<file path="src/rtl/ex_muldiv_unit.sv">
// Iterative RV32M multiply/divide unit for the EX stage: shift-add multiply, restoring divide,
// BITS_PER_CYCLE bits retired per CALC cycle, with a one-cycle fast path for divide corner cases.
module ex_muldiv_unit #(
    parameter int XLEN           = 32,
    parameter int BITS_PER_CYCLE = 1
) (
    input  logic            clk,
    input  logic            rst,
    input  logic            start,
    input  logic [2:0]      funct3,
    input  logic [XLEN-1:0] rs1_val,
    input  logic [XLEN-1:0] rs2_val,
    input  logic            flush,
    output logic            busy,
    output logic            done,
    output logic [XLEN-1:0] result
);

    localparam int N  = XLEN / BITS_PER_CYCLE;
    localparam int CW = $clog2(N + 1);
    localparam logic [XLEN-1:0] MIN_VAL = {1'b1, {(XLEN-1){1'b0}}};

    typedef enum logic [1:0] {IDLE, CALC, DONE} state_e;

    state_e              state_q, state_d;
    logic [2:0]          op_q, op_d;
    logic [XLEN-1:0]     a_q, a_d;
    logic [XLEN-1:0]     b_q, b_d;
    logic [2*XLEN-1:0]   acc_q, acc_d;
    logic                neg_q, neg_d;
    logic                fast_q, fast_d;
    logic [CW-1:0]       cnt_q, cnt_d;
    logic [XLEN-1:0]     result_q, result_d;

    logic                accept, s1, s2, sgn_a, sgn_b, div0, ovf;
    logic [XLEN-1:0]     abs_a, abs_b, fast_val;

    function automatic logic [2*XLEN-1:0] mul_step(input logic [2*XLEN-1:0] acc,
                                                   input logic [XLEN-1:0] a);
        logic [XLEN:0] s;
        for (int i = 0; i < BITS_PER_CYCLE; i++) begin
            s   = {1'b0, acc[2*XLEN-1:XLEN]} + (acc[0] ? {1'b0, a} : {(XLEN+1){1'b0}});
            acc = {s, acc[XLEN-1:1]};
        end
        return acc;
    endfunction

    // Upper half holds the partial remainder, lower half shifts dividend out and quotient in.
    function automatic logic [2*XLEN-1:0] div_step(input logic [2*XLEN-1:0] acc,
                                                   input logic [XLEN-1:0] b);
        logic [XLEN:0] rem;
        logic          q;
        for (int i = 0; i < BITS_PER_CYCLE; i++) begin
            rem = acc[2*XLEN-1:XLEN-1];
            q   = (rem >= {1'b0, b});
            if (q) rem = rem - {1'b0, b};
            acc = {rem[XLEN-1:0], acc[XLEN-2:0], q};
        end
        return acc;
    endfunction

    function automatic logic [XLEN-1:0] finish_val(input logic [2:0] op, input logic [2*XLEN-1:0] acc,
                                                   input logic neg, input logic fast,
                                                   input logic [XLEN-1:0] fval);
        logic [2*XLEN-1:0] p;
        logic [XLEN-1:0]   r;
        p = neg ? -acc : acc;
        r = '0;
        if (fast) begin
            r = fval;
        end else begin
            unique case (op)
                3'd0:             r = acc[XLEN-1:0];
                3'd1, 3'd2, 3'd3: r = p[2*XLEN-1:XLEN];
                3'd4, 3'd5:       r = neg ? -acc[XLEN-1:0] : acc[XLEN-1:0];
                default:          r = neg ? -acc[2*XLEN-1:XLEN] : acc[2*XLEN-1:XLEN];
            endcase
        end
        return r;
    endfunction

    assign accept = (state_q == IDLE) && start && !flush;
    assign s1     = rs1_val[XLEN-1];
    assign s2     = rs2_val[XLEN-1];
    assign sgn_a  = (funct3 == 3'd1) || (funct3 == 3'd2) || (funct3 == 3'd4) || (funct3 == 3'd6);
    assign sgn_b  = (funct3 == 3'd1) || (funct3 == 3'd4) || (funct3 == 3'd6);
    assign abs_a  = (sgn_a && s1) ? -rs1_val : rs1_val;
    assign abs_b  = (sgn_b && s2) ? -rs2_val : rs2_val;
    assign div0   = funct3[2] && (rs2_val == '0);
    assign ovf    = funct3[2] && !funct3[0] && (rs1_val == MIN_VAL) && (rs2_val == '1);
    assign fast_val = div0 ? (funct3[1] ? rs1_val : '1) : (funct3[1] ? '0 : MIN_VAL);

    always_ff @(posedge clk) begin
        if (rst) begin
            state_q  <= IDLE;
            op_q     <= '0;
            a_q      <= '0;
            b_q      <= '0;
            acc_q    <= '0;
            neg_q    <= 1'b0;
            fast_q   <= 1'b0;
            cnt_q    <= '0;
            result_q <= '0;
        end else begin
            state_q  <= state_d;
            op_q     <= op_d;
            a_q      <= a_d;
            b_q      <= b_d;
            acc_q    <= acc_d;
            neg_q    <= neg_d;
            fast_q   <= fast_d;
            cnt_q    <= cnt_d;
            result_q <= result_d;
        end
    end

    always_comb begin
        state_d = state_q;
        unique case (state_q)
            IDLE:    if (accept) state_d = (div0 || ovf) ? DONE : CALC;
            CALC:    if (cnt_q == CW'(1)) state_d = DONE;
            DONE:    state_d = IDLE;
            default: state_d = IDLE;
        endcase
        if (flush) state_d = IDLE;
    end

    always_comb begin
        op_d     = op_q;
        a_d      = a_q;
        b_d      = b_q;
        acc_d    = acc_q;
        neg_d    = neg_q;
        fast_d   = fast_q;
        cnt_d    = cnt_q;
        result_d = result_q;
        if (accept) begin
            op_d   = funct3;
            fast_d = div0 || ovf;
            a_d    = (div0 || ovf) ? fast_val : abs_a;
            b_d    = abs_b;
            acc_d  = funct3[2] ? {{XLEN{1'b0}}, abs_a} : {{XLEN{1'b0}}, abs_b};
            neg_d  = ((funct3 == 3'd1) || (funct3 == 3'd4)) ? (s1 ^ s2) :
                     ((funct3 == 3'd2) || (funct3 == 3'd6)) ? s1 : 1'b0;
            cnt_d  = CW'(N);
        end
        if (state_q == CALC) begin
            acc_d = op_q[2] ? div_step(acc_q, b_q) : mul_step(acc_q, a_q);
            cnt_d = cnt_q - CW'(1);
        end
        if (done) result_d = result;
    end

    always_comb begin
        busy   = (state_q != IDLE);
        done   = (state_q == DONE) && !flush;
        result = done ? finish_val(op_q, acc_q, neg_q, fast_q, a_q) : result_q;
    end

endmodule
</file>
<file path="config.mk">
export PLATFORM = sky130hd
export DESIGN_NAME = ex_muldiv_unit
export DESIGN_NICKNAME = d
export VERILOG_FILES = /design/src/rtl/ex_muldiv_unit.sv
export SDC_FILE = /design/constraint.sdc
export NUM_CORES = 1
export LEC_CHECK = 0
export CAP_MARGIN = 20
export CORE_ASPECT_RATIO = 1.1
export CORE_MARGIN = 8
export CORE_UTILIZATION = 30
export DETAILED_ROUTE_END_ITERATION = 10
export PLACE_DENSITY = 0.48
export SLEW_MARGIN = 15
export SYNTH_ARGS = -nofsm -noshare
export SYNTH_HDL_FRONTEND = slang
export SYNTH_SLANG_ARGS = --single-unit
</file>
<file path="constraint.sdc">
create_clock -name clk -period 4 [get_ports clk]
set_clock_uncertainty 0.05 [all_clocks]
set_input_delay 0.6 -clock clk [delete_from_list [all_inputs] [get_ports clk]]
set_output_delay 0.6 -clock clk [all_outputs]
set_load 0.01 [all_outputs]
</file>
* Yosys cells after proc, flatten, opt, wreduce, memory -nomap -nowiden
Index checks and enable logic that the tools add are counted.
Operators by class: mux-type cells 26, order comparisons 1, add/sub/neg operators 8, bitwise logic cells 1, reduce and logical (&&, ||, !) cells 27, equal/unequal tests 16
Operators with widths (number):
- 2-to-1 mux 32 bit | 13
- 2-to-1 mux 64 bit | 4
- negation 32 bit | 4
- one-hot mux 32 bit (3 select lines) | 1
- == test 32 bit, second input constant | 2
- negation 64 bit | 1
- adder 32 x 32 -> 33 bit | 1
- greater-or-equal comparator 33 x 32 -> 1 bit | 1
- logical NOT 32 bit | 1
- subtractor 32 bit | 1
- == test 3 bit, second input constant | 4
- 2-to-1 mux 6 bit | 2
- == test 3 x 2 -> 1 bit, second input constant | 3
- logical AND 1 bit | 9
- logical OR 1 bit | 7
- == test 3 x 1 -> 1 bit, second input constant | 2
- == test 6 x 1 -> 1 bit, second input constant | 1
- 2-to-1 mux 2 bit | 3
- subtractor 6 x 1 -> 6 bit, second input constant | 1
- != test 2 bit, second input constant | 2
- one-hot mux 2 bit (2 select lines) | 1
- nonzero test 2 bit | 2
- OR reduction 2 bit | 2
- logical NOT 3 bit | 1
- other kinds (8) | 10
Word-level totals: output and inout port bits 34, flip-flop bits (word level) 173, bits of input ports 71, word-level logic and storage cells 88

* Depth between registers and ports, before layout
Gate-level depths: netlist (run 1).
word-level depth 9, depth in mapped cells 15, gate-level depth less buffers 14

* Least setup slack after synthesis (run 1)
OpenSTA, ideal clock, no wires.
kind reg-to-output, from register acc_q[2], to output result[29], arrival 3.088 ns, setup slack 0.262 ns, data required time 3.350 ns, stages on the path, launching flop included 13, buffers on the path 3, path through dfxtp_1 -> buf_6 -> or4_4 -> or4_4 -> buf_6 -> or3_1 -> buf_6 -> o31ai_2 -> nand2_1 -> xor2_1 -> a21oi_1 -> o31a_1 -> a21oi_1
On the way: cells in the longest elaborated chain, start to end 5, elaborated cells between the ends (all ways) 7, those cells by class add/sub (2); mux (5)
RTL lines:
- from (decl) | RTL line 29 | logic [2*XLEN-1:0] acc_q, acc_d;
- from (signal assigned) | RTL line 99 | acc_q <= '0;
- from (signal assigned) | RTL line 109 | acc_q <= acc_d;
- negation 64 bit / negation 32 bit (equally long branches) | RTL line 67, 75
- 2-to-1 mux 64 bit / 2-to-1 mux 32 bit (equally long branches) | RTL line 67, 75
- one-hot mux 32 bit (3 select lines) (*) | RTL line 72 | unique case (op)
- 2-to-1 mux 32 bit (*) | RTL line 69 | if (fast) begin
- 2-to-1 mux 32 bit (*) | RTL line 157 | result = done ? finish_val(op_q, acc_q, neg_q, fast_q, a_q) : result_q;
- to (decl) | RTL line 16 | output logic [XLEN-1:0] result
Every way passes the cells marked *; elsewhere a longest branch is shown, timed or not.

* Worst setup path after layout (run 1)
Ends and elaborated chain as after synthesis.

==> flow_summary.ini, run 1 <==
[outcome]
violations = negative setup slack
status = finished, violations left

[grt]
grt_overflow = 0
grt_pass1_vias = 17500
grt_pass1_wl_microns = 113000
antenna_found_initial = 2
groute.usage.overall = 0.243
grt_max_degree = 123

[hold_path]
min-delay-start = result_q[22]
worstHoldPathType = flop to flop
min_to = result_q[22]
hold_depth = 2

[synth]
yosysUniqueCellTypes = 83
async_reset_ff_frac = 0
syn_avg_cell_area_sq_um = 7.08
synth_fp_nets = 2434
synth_top_family_by_area = compound AO/OA/AOI/OAI gates
ys_seq_elements = 173
synth_area_sq_mm = 0.0162
yosys_warnings = 0
synth-simple-area-share = 0.239
synthAdderAreaFrac = 0.0572
synthMuxAreaShare = 0.0493
ys_seq_area_frac = 0.213
synth_edf_count = 0
synth_xor_xnor_area_share = 0.0896
synth-main-ff-cell = dfxtp_1
synth_compound_area_frac = 0.288
syn_inst = 2290

[cells_and_area]
drive_above_1_share = 0.185
stdcell_area_sq_mm = 0.0208
syn2layout_area_growth_pct = 28.1
mostFrequentLayoutCell = nor2_1
mostFrequentLayoutCells = 254 x nor2_1, 230 x buf_4, 176 x a21oi_1
fin_util = 0.388
fin_nets = 2633

[clocking]
clock_latency_ns = 0.50
ctsRootBufferMaster = clkbuf_16
cts.sinks = 173
clkSlewWorstSetupHoldPaths_ns = 0.08
cts_buffer_depth = 2
cts-buffers-inserted = 17
tritoncts = built
htreeDepth = 4

[die]
dieArea_sq_mm = 0.0618
die_h_microns = 260
core-area_sq_mm = 0.0536
ios = 105
rows = 89
die_w_microns = 238
start_util = 0.303

[timing]
finalWorstSetupSlack_ns = -0.177
hold_violations = 0
fmax_ghz = 0.239
rsz0062_at_grt = true
setup_viol = 8
worst_slew_pin_slew_ns = 0.852
tns_ns = -0.670
hold_ws_ns = 0.410
slew_viol_final = 0
period_minus_slack_ns = 4.18
fin_crit_sh = 1.04
slew_headroom = 0.432

[critical_path]
r2r-end = acc_q[61]
rr_worst_depth = 15
start_kind = flop
r2r_setup_slack_ns = 0.33
slowest_delay_ns = 0.55
arrival_ns = 3.53
cp_data_required_time_ns = 3.35
r2r-start = acc_q[0]
cp-end-kind = output port
crit_type = flop to output port
path_cells = or4_4 > or4_4 > or3_4 > o41ai_4 > buf_4 > o21bai_1 > a22o_1 > a21oi_2 > o31a_1 > a21oi_2 > buf_2
critical-path-slowest-cell = or4_4
critPathMaxFanout = 4

[route]
dr_total_vias = 18300
drtAntennaViolNets = 0
routed_wl_microns = 77100
drc = 0
wl_per_cell_microns = 23.9
dr.first_iter.drc_count = 1619
viasPerCell = 5.68
dr.pass1.iters = 6

[placed_design]
port_buffers = 104
hpwl_microns = 60900
post-place-ws_ns = -0.217
gp_congestion = 0.965
dpl_cell_area_sq_mm = 0.0193

[power]
p_leak_nw = 8.16
ir_drop_mv = 0.263
powerDensity_mw_per_mm2 = 270

[run]
maxCapViolCount = 0
[state kept, by name, indices dropped and copies added (netlist names)]
| name | flops |
|---|---|
| fast_q | 1 |
| b_q | 32 |
| cnt_q | 6 |
| op_q | 3 |
| result_q | 32 |
| state_q | 2 |
| a_q | 32 |
| acc_q | 64 |
| neg_q | 1 |
[repair_timing]
| item | CTS | global route |
|---|---|---|
| hold buffers | 0 | 0 |
| gates resized for setup | 203 | 104 |
| setup buffers | 12 | 11 |
| setup endpoints to repair | 32 | 32 |
| pin swaps | 46 | 68 |
[how the worst max path moves through the flow]
| stage | to | cells after the start | from |
|---|---|---|---|
| 2_1_floorplan | result[29] | 12 | acc_q[2] |
| 3_3_place_gp | result[29] | 10 | acc_q[7] |
| 3_5_place_dp | result[1] | 11 | acc_q[21] |
| 4_1_cts | result[21] | 12 | acc_q[2] |
| 5_1_grt | result[29] | 11 | acc_q[2] |
| 6_report | result[29] | 11 | acc_q[2] |
[final cells by class]
class / instances / area [sq um]
multi-input cells: 1849 / 12400
diodes: 1 / 2.50
clock inverters: 15 / 183
repair buffers: 359 / 3010
clock buffers: 17 / 425
fillers: 5657 / 32800
flip-flops and latches: 173 / 3470
inverters: 89 / 334
well taps: 728 / 911
[metrics by stage]
step | total power [mW] | instances
floorplan | 2.85 | 2290
global placement | 3.61 | 3176
detailed placement | 3.61 | 3176
CTS | 5.52 | 3220
global route | 5.84 | 3230
finish | 5.61 | 3231
[cells in the mapped netlist, drive strengths merged (8+ instances only)]
cell | number | share of area
a21o | 33 | 0.015
xnor2 | 92 | 0.050
mux2i | 72 | 0.044
or3 | 27 | 0.010
nor2 | 258 | 0.060
nand4 | 22 | 0.0085
nor2b | 35 | 0.013
or4 | 23 | 0.011
nand2 | 172 | 0.040
o21ai | 192 | 0.059
a21oi | 188 | 0.058
a311oi | 8 | 0.0043
nor4 | 17 | 0.0073
ha | 71 | 0.055
o211ai | 12 | 0.0056
o22ai | 16 | 0.0062
a221oi | 24 | 0.013
o31ai | 34 | 0.016
and2 | 43 | 0.017
nor3 | 70 | 0.022
nand2b | 27 | 0.010
o41ai | 13 | 0.0086
o221ai | 15 | 0.0081
a31oi | 43 | 0.017
buf | 20 | 0.0066
clkbuf | 159 | 0.037
dfxtp | 173 | 0.21
o21a | 11 | 0.0051
and3 | 18 | 0.0069
nand3 | 58 | 0.018
nand3b | 8 | 0.0039
a211oi | 53 | 0.025
xor2 | 74 | 0.040
o21bai | 17 | 0.0079
inv | 89 | 0.021
a22oi | 24 | 0.011
or2 | 8 | 0.0031
[worst max-delay path, delay by kind of cell (launching register included)]
| family | cells | cell delay, ns |
|---|---|---|
| AOI/OAI and AO/OA | 6 | 0.98 |
| buffers and inverters | 2 | 0.31 |
| DFF | 1 | 0.32 |
| and+or+nand+nor | 3 | 1.43 |
[layer usage]
metal	wire [microns]	global-route usage	part of all wire	up-vias
met4	3400	0.107	0.044	0
li1	-	-	-	8697
met2	35100	0.393	0.45	679
met1	33900	0.311	0.44	8823
met5	0	0	0	-
met3	4740	0.0452	0.061	146
[cell families after synthesis]
kind of cell / after synthesis
simple gates: 800
compound gates: 731
buf+inv: 268
flops: 173
xor+xnor: 166
mux: 79
fa+ha+maj: 73
[where the power goes]
part	internal (mW)	total (mW)	switching, mW
Combinational	0.787	1.92	1.13
Clock	0.849	1.79	0.938
Sequential	1.80	1.90	0.104
Total	3.44	5.61	2.17
No activity file was read; power rests on OpenSTA's default activity.
==> inputs of run 2 (changes only) <==
--- a/config.mk
+++ b/config.mk
@@ -5,12 +5,14 @@
 export SDC_FILE = /design/constraint.sdc
 export NUM_CORES = 1
 export LEC_CHECK = 0
+export ABC_AREA = 1
 export CAP_MARGIN = 20
 export CORE_ASPECT_RATIO = 1.1
 export CORE_MARGIN = 8
 export CORE_UTILIZATION = 30
 export DETAILED_ROUTE_END_ITERATION = 10
 export PLACE_DENSITY = 0.48
+export SKIP_LAST_GASP = 1
 export SLEW_MARGIN = 15
 export SYNTH_ARGS = -nofsm -noshare
 export SYNTH_HDL_FRONTEND = slang
==> flow_summary.ini, run 2 <==
[placed_design]
hpwl_microns = 77700
post-place-ws_ns = 0.168
gp_congestion = 1.02
port_buffers = 104

[critical_path]
crit_type = flop to output port
arrival_ns = 3.23
critical-path-slowest-cell = clkdlybuf4s50_1
cp_data_required_time_ns = 3.35
slowest_delay_ns = 0.54
crit_path_frequent_cell = nand2_1
cp-end-kind = output port
path_cells = inv_1 > nand3_1 > nor2_1 > nand2_1 > nand2_1 > nand2_1 > o21ai_0 > a21oi_1 > nor2_1 > nand2_1 > nand2_1 > nand2_1 > inv_1 > clkdlybuf4s50_1
critPathMaxFanout = 5
r2r_setup_slack_ns = 0.77
start_kind = flop

[synth]
synth_edf_count = 0
async_reset_ff_frac = 0
synth_area_sq_mm = 0.0187
synth_top_area_frac = 0.209
yosys_warnings = 0
yosysMostFrequentCell = nand2_1
ys_seq_elements = 173
syn_avg_cell_area_sq_um = 5.43
yosys-top-cells-count = 1043 x nand2_1, 464 x inv_1, 396 x nor2_1, 290 x nand3_1, 235 x a21oi_1
yosysUniqueCellTypes = 51
synth_fp_nets = 3597
ys_seq_area_frac = 0.185
yosys-top-cells-area = nand2_1 21%, dfxtp_1 18%, inv_1 9.3%
synth-main-ff-cell = dfxtp_1
synth_top_area_cell = nand2_1
syn_inst = 3453

[clocking]
cts.sinks = 173
cts_buffer_depth = 2
clkSlewWorstSetupHoldPaths_ns = 0.07
ctsRootBufferMaster = clkbuf_16
tritoncts = built
cts-buffers-inserted = 17
clock_latency_ns = 0.48
htreeDepth = 4
cts_hold_buf = 0

[grt]
grt_max_degree = 90
grt_pass1_wl_microns = 139000
grt_pass1_vias = 21600
antenna_found_initial = 0
groute.usage.overall = 0.260
grt_overflow = 0

[timing]
hold_ws_ns = 0.424
worst_slew_pin_slew_ns = 1.04
setup_viol = 0
fmax_ghz = 0.258
slew_viol_final = 0
hold_violations = 0
finalWorstSetupSlack_ns = 0.125
slew_headroom = 0.306
period_minus_slack_ns = 3.88
fin_crit_sh = 0.969
rsz0062_at_grt = true

[route]
drtAntennaViolNets = 0
drc = 0
wl_per_cell_microns = 21.5
dr.pass1.iters = 8
viasPerCell = 5.20
dr.first_iter.drc_count = 2281
dr_total_vias = 22700
routed_wl_microns = 94000

[power]
p_leak_nw = 10.8
p_int_mw = 3.39
finalPower_mw = 5.86
switching_share = 0.422
p_seq_frac = 0.331
switchingPower_mw = 2.47
pwr-share-comb = 0.358
pwr-share-clk = 0.311
powerDensity_mw_per_mm2 = 271
ir_drop_mv = 0.312

[die]
dieArea_sq_mm = 0.0708
rows = 96
core-area_sq_mm = 0.0621
die_w_microns = 254
ios = 105
start_util = 0.302
die_h_microns = 278

[cells_and_area]
fin_util = 0.348
mostFrequentLayoutCells = 1039 x nand2_1, 460 x inv_1, 382 x nor2_1
top_register = acc_q
drive_above_1_share = 0.0594
syn2layout_area_growth_pct = 15.4
largest_register_ff_count = 64
mostFrequentLayoutCell = nand2_1
fin_nets = 3668

[run]
maxCapViolCount = 0

[outcome]
status = complete, no violations

[hold_path]
worstHoldPathType = flop to flop
==> run 2: cell types whose count changed after synthesis, sizes merged, moves of 60 or more <==
cell / before / now
mux2i: 72 / 0
xnor2: 92 / 18
nand3: 58 / 295
nor2: 258 / 405
inv: 89 / 473
nand2: 172 / 1049
o21ai: 192 / 282
clkbuf: 159 / 99
==> run 2: kinds of logic (layout without fill, tap and decap cells) <==
logic type	after synthesis	in the layout	synth area share
simple gates	1887	1887	0.420
other cells	0	1	0
fa+ha+maj	73	73	0.0495
flops	173	173	0.185
xor+xnor	79	79	0.0369
buf+inv	611	695	0.126
compound gates	630	630	0.182
==> run 2: power by group through the flow <==
| stage | logic, mW | registers, mW | clock network (mW) |
|---|---|---|---|
| finish | 2.10 | 1.94 | 1.82 |
| global route | 2.30 | 1.94 | 1.91 |
| CTS | 2.04 | 1.93 | 1.86 |
| detailed placement | 2.03 | 1.97 | 0 |
| global placement | 2.05 | 1.97 | 0 |
| floorplan | 1.31 | 1.89 | 0 |
==> run 2: area by class of cell <==
cell class | count | area, sq um
multi-input cells | 2669 | 13000
fillers | 7183 | 40500
well taps | 833 | 1040
inverters | 476 | 1790
flip-flops and latches | 173 | 3470
diodes | 1 | 2.50
repair buffers | 187 | 1700
clock buffers | 18 | 439
clock inverters | 14 | 178
==> run 2: routing by layer <==
layer / vias up / GRT usage / share of wire
li1: 11300 / - / -
met1: 10500 / 0.329 / 0.43
met2: 761 / 0.420 / 0.45
met3: 184 / 0.0287 / 0.054
met4: 0 / 0.156 / 0.068
met5: - / 0 / 0
==> run 2: final timing paths <==
path	from	end	cells after the start
setup / recovery	acc_q[49]	result[27]	14
setup reg to reg	acc_q[48]	acc_q[0]	14
hold / removal	result_q[20]	result_q[20]	2
hold reg to reg	result_q[20]	result_q[20]	2
==> run 2: repair_timing <==
action	CTS	global route
gates resized for setup	4	28
pin swaps	0	1
setup buffers	0	2
endpoints found under the setup margin	4	24
==> run 2: worst max-delay path: cells and delay by family, from the launching register on <==
kind	cells	cell delay [ns]
simple gates	9	1.22
buf+inv	3	0.84
flops	1	0.48
compound gates	2	0.21
==> run 2: metrics by stage <==
stage / std cells / cell area [sq um] / TNS [ns]
after floorplan: 3453 / 18700 / 0
after global placement: 4336 / 20900 / 0
after detailed placement: 4336 / 20900 / 0
after CTS: 4368 / 21500 / 0
after global routing: 4370 / 21600 / -0.0731
final: 4371 / 21600 / 0
==> inputs of run 3 (changes only) <==
--- a/config.mk
+++ b/config.mk
@@ -11,7 +11,7 @@
 export CORE_MARGIN = 8
 export CORE_UTILIZATION = 30
 export DETAILED_ROUTE_END_ITERATION = 10
-export PLACE_DENSITY = 0.48
+export PLACE_DENSITY = 0.44
 export SKIP_LAST_GASP = 1
 export SLEW_MARGIN = 15
 export SYNTH_ARGS = -nofsm -noshare
==> flow_summary.ini, run 3 (synthesized netlist as in run 2, its figures left out) <==
[power]
p_int_mw = 3.27
ir_drop_mv = 0.274
pwr-share-clk = 0.296
p_seq_frac = 0.333
p_leak_nw = 10.8
switching_share = 0.435
pwr-share-comb = 0.370
powerDensity_mw_per_mm2 = 268
switchingPower_mw = 2.52

[critical_path]
startpoint = op_q[2]
arrival_ns = 3.19
critPathMaxFanout = 21
cp_data_required_time_ns = 3.35
cp-end-kind = output port
r2r-start = acc_q[54]
start_kind = flop
crit_type = flop to output port

[cells_and_area]
drive_above_1_share = 0.0658
top_register = acc_q
mostFrequentLayoutCell = nand2_1
final_cells = 4378
fin_nets = 3673
mostFrequentLayoutCells = 1038 x nand2_1, 460 x inv_1, 371 x nor2_1
syn2layout_area_growth_pct = 15.5
largest_register_ff_count = 64

[timing]
slew_headroom = 0.391
period_minus_slack_ns = 3.84
hold_violations = 0
fin_crit_sh = 0.961
rsz0062_at_grt = true
hold_ws_ns = 0.423
slew_viol_final = 0
fmax_ghz = 0.260
setup_viol = 0
worst_slew_pin_slew_ns = 0.911

[clocking]
clkSlewWorstSetupHoldPaths_ns = 0.07
cts_setup_buffers = 0
cts.sinks = 173
cts_buffer_depth = 2
clock_latency_ns = 0.50
tritoncts = built
cts_hold_buf = 0
cts-buffers-inserted = 17
ctsRootBufferMaster = clkbuf_16
htreeDepth = 4

[route]
routed_wl_microns = 95700
dr.first_iter.drc_count = 1922
drtAntennaViolNets = 0
viasPerCell = 5.20
drc = 0
dr.pass1.iters = 6
wl_per_cell_microns = 21.9
dr_total_vias = 22800

[placed_design]
placed_cells = 4343
gp_congestion = 1.01
port_buffers = 104
hpwl_microns = 78400

[die]
rows = 96
core-area_sq_mm = 0.0621
dieArea_sq_mm = 0.0708
ios = 105
die_h_microns = 278
die_w_microns = 254
start_util = 0.302

[run]
maxCapViolCount = 0

[hold_path]
worstHoldPathType = flop to flop
min-delay-start = result_q[20]

[grt]
grt_overflow = 0
groute.usage.overall = 0.266
grt_pass1_wl_microns = 142000
grt_pass1_vias = 21600
antenna_found_initial = 5
grt_max_degree = 90

[outcome]
status = complete, no violations
==> run 3: cell count changes in the layout (fill, tap and decap cells not counted), sizes merged <==
cell      delta
bufinv       -2
clkinvlp     +1
clkinv       -4
diode        +2
buf          +5
inv          +4
clkbuf       +1
==> run 3: worst max-delay path: stages, from the launching register on <==
cell             delay [ns]
dfxtp_2                0.33
inv_2                  0.20
nor2_2                 0.07
nor2_2                 0.18
inv_2                  0.06
nor2_2                 0.42
buf_12                 0.24
o21ai_0                0.10
a21oi_1                0.19
nor2_1                 0.06
nand2_1                0.15
nand2_1                0.09
nand2_1                0.09
inv_1                  0.04
clkdlybuf4s50_1        0.47
==> run 3: power by group through the flow <==
stage	combinational (mW)	clock [mW]	sequential, mW
finish	2.15	1.72	1.93
floorplan	1.31	0	1.89
global route	2.36	1.82	1.94
detailed placement	2.08	0	1.97
CTS	2.09	1.77	1.93
global placement	2.09	0	1.97
==> run 3: through the flow <==
| step | power, mW | util | TNS [ns] | instance area [sq um] | setup WS, ns |
|---|---|---|---|---|---|
| after global placement | 4.06 | 0.338 | 0 | 21000 | 0.359 |
| after global routing | 6.12 | 0.349 | -0.0389 | 21600 | -0.0389 |
| after floorplan | 3.19 | - | 0 | 18700 | 1.37 |
| final | 5.80 | 0.349 | 0 | 21700 | 0.156 |
| after CTS | 5.79 | 0.347 | 0 | 21500 | 0.0451 |
| after detailed placement | 4.04 | 0.338 | 0 | 21000 | 0.377 |
==> run 3: area by class of cell <==
class / count / area, sq um
fill: 7299 / 40400
multi-input combinational: 2669 / 13000
sequential: 173 / 3480
inverter: 476 / 1790
timing repair buffer: 192 / 1740
tap: 833 / 1040
clock buffer: 19 / 443
clock inverter: 13 / 115
antenna: 3 / 7.51
==> run 3: per-layer routing <==
| layer | global-route usage | wire [microns] | vias to the layer above |
|---|---|---|---|
| met5 | 0 | 0 | - |
| met1 | 0.344 | 42000 | 10500 |
| met3 | 0.0333 | 5160 | 160 |
| met4 | 0.124 | 4750 | 0 |
| li1 | - | - | 11300 |
| met2 | 0.435 | 43700 | 776 |
==> run 3: final timing paths <==
path	slack [ns]	cells after the start	end
worst min-delay path	0.42	2	result_q[20]
worst max register to register	0.64	14	acc_q[53]
worst min register to register	0.42	2	result_q[20]
worst max-delay path	0.16	14	result[27]
==> run 3: repair_timing <==
action,CTS,global route
endpoints found under the setup margin,5,23
gates resized for setup,4,47
pin swaps,0,1
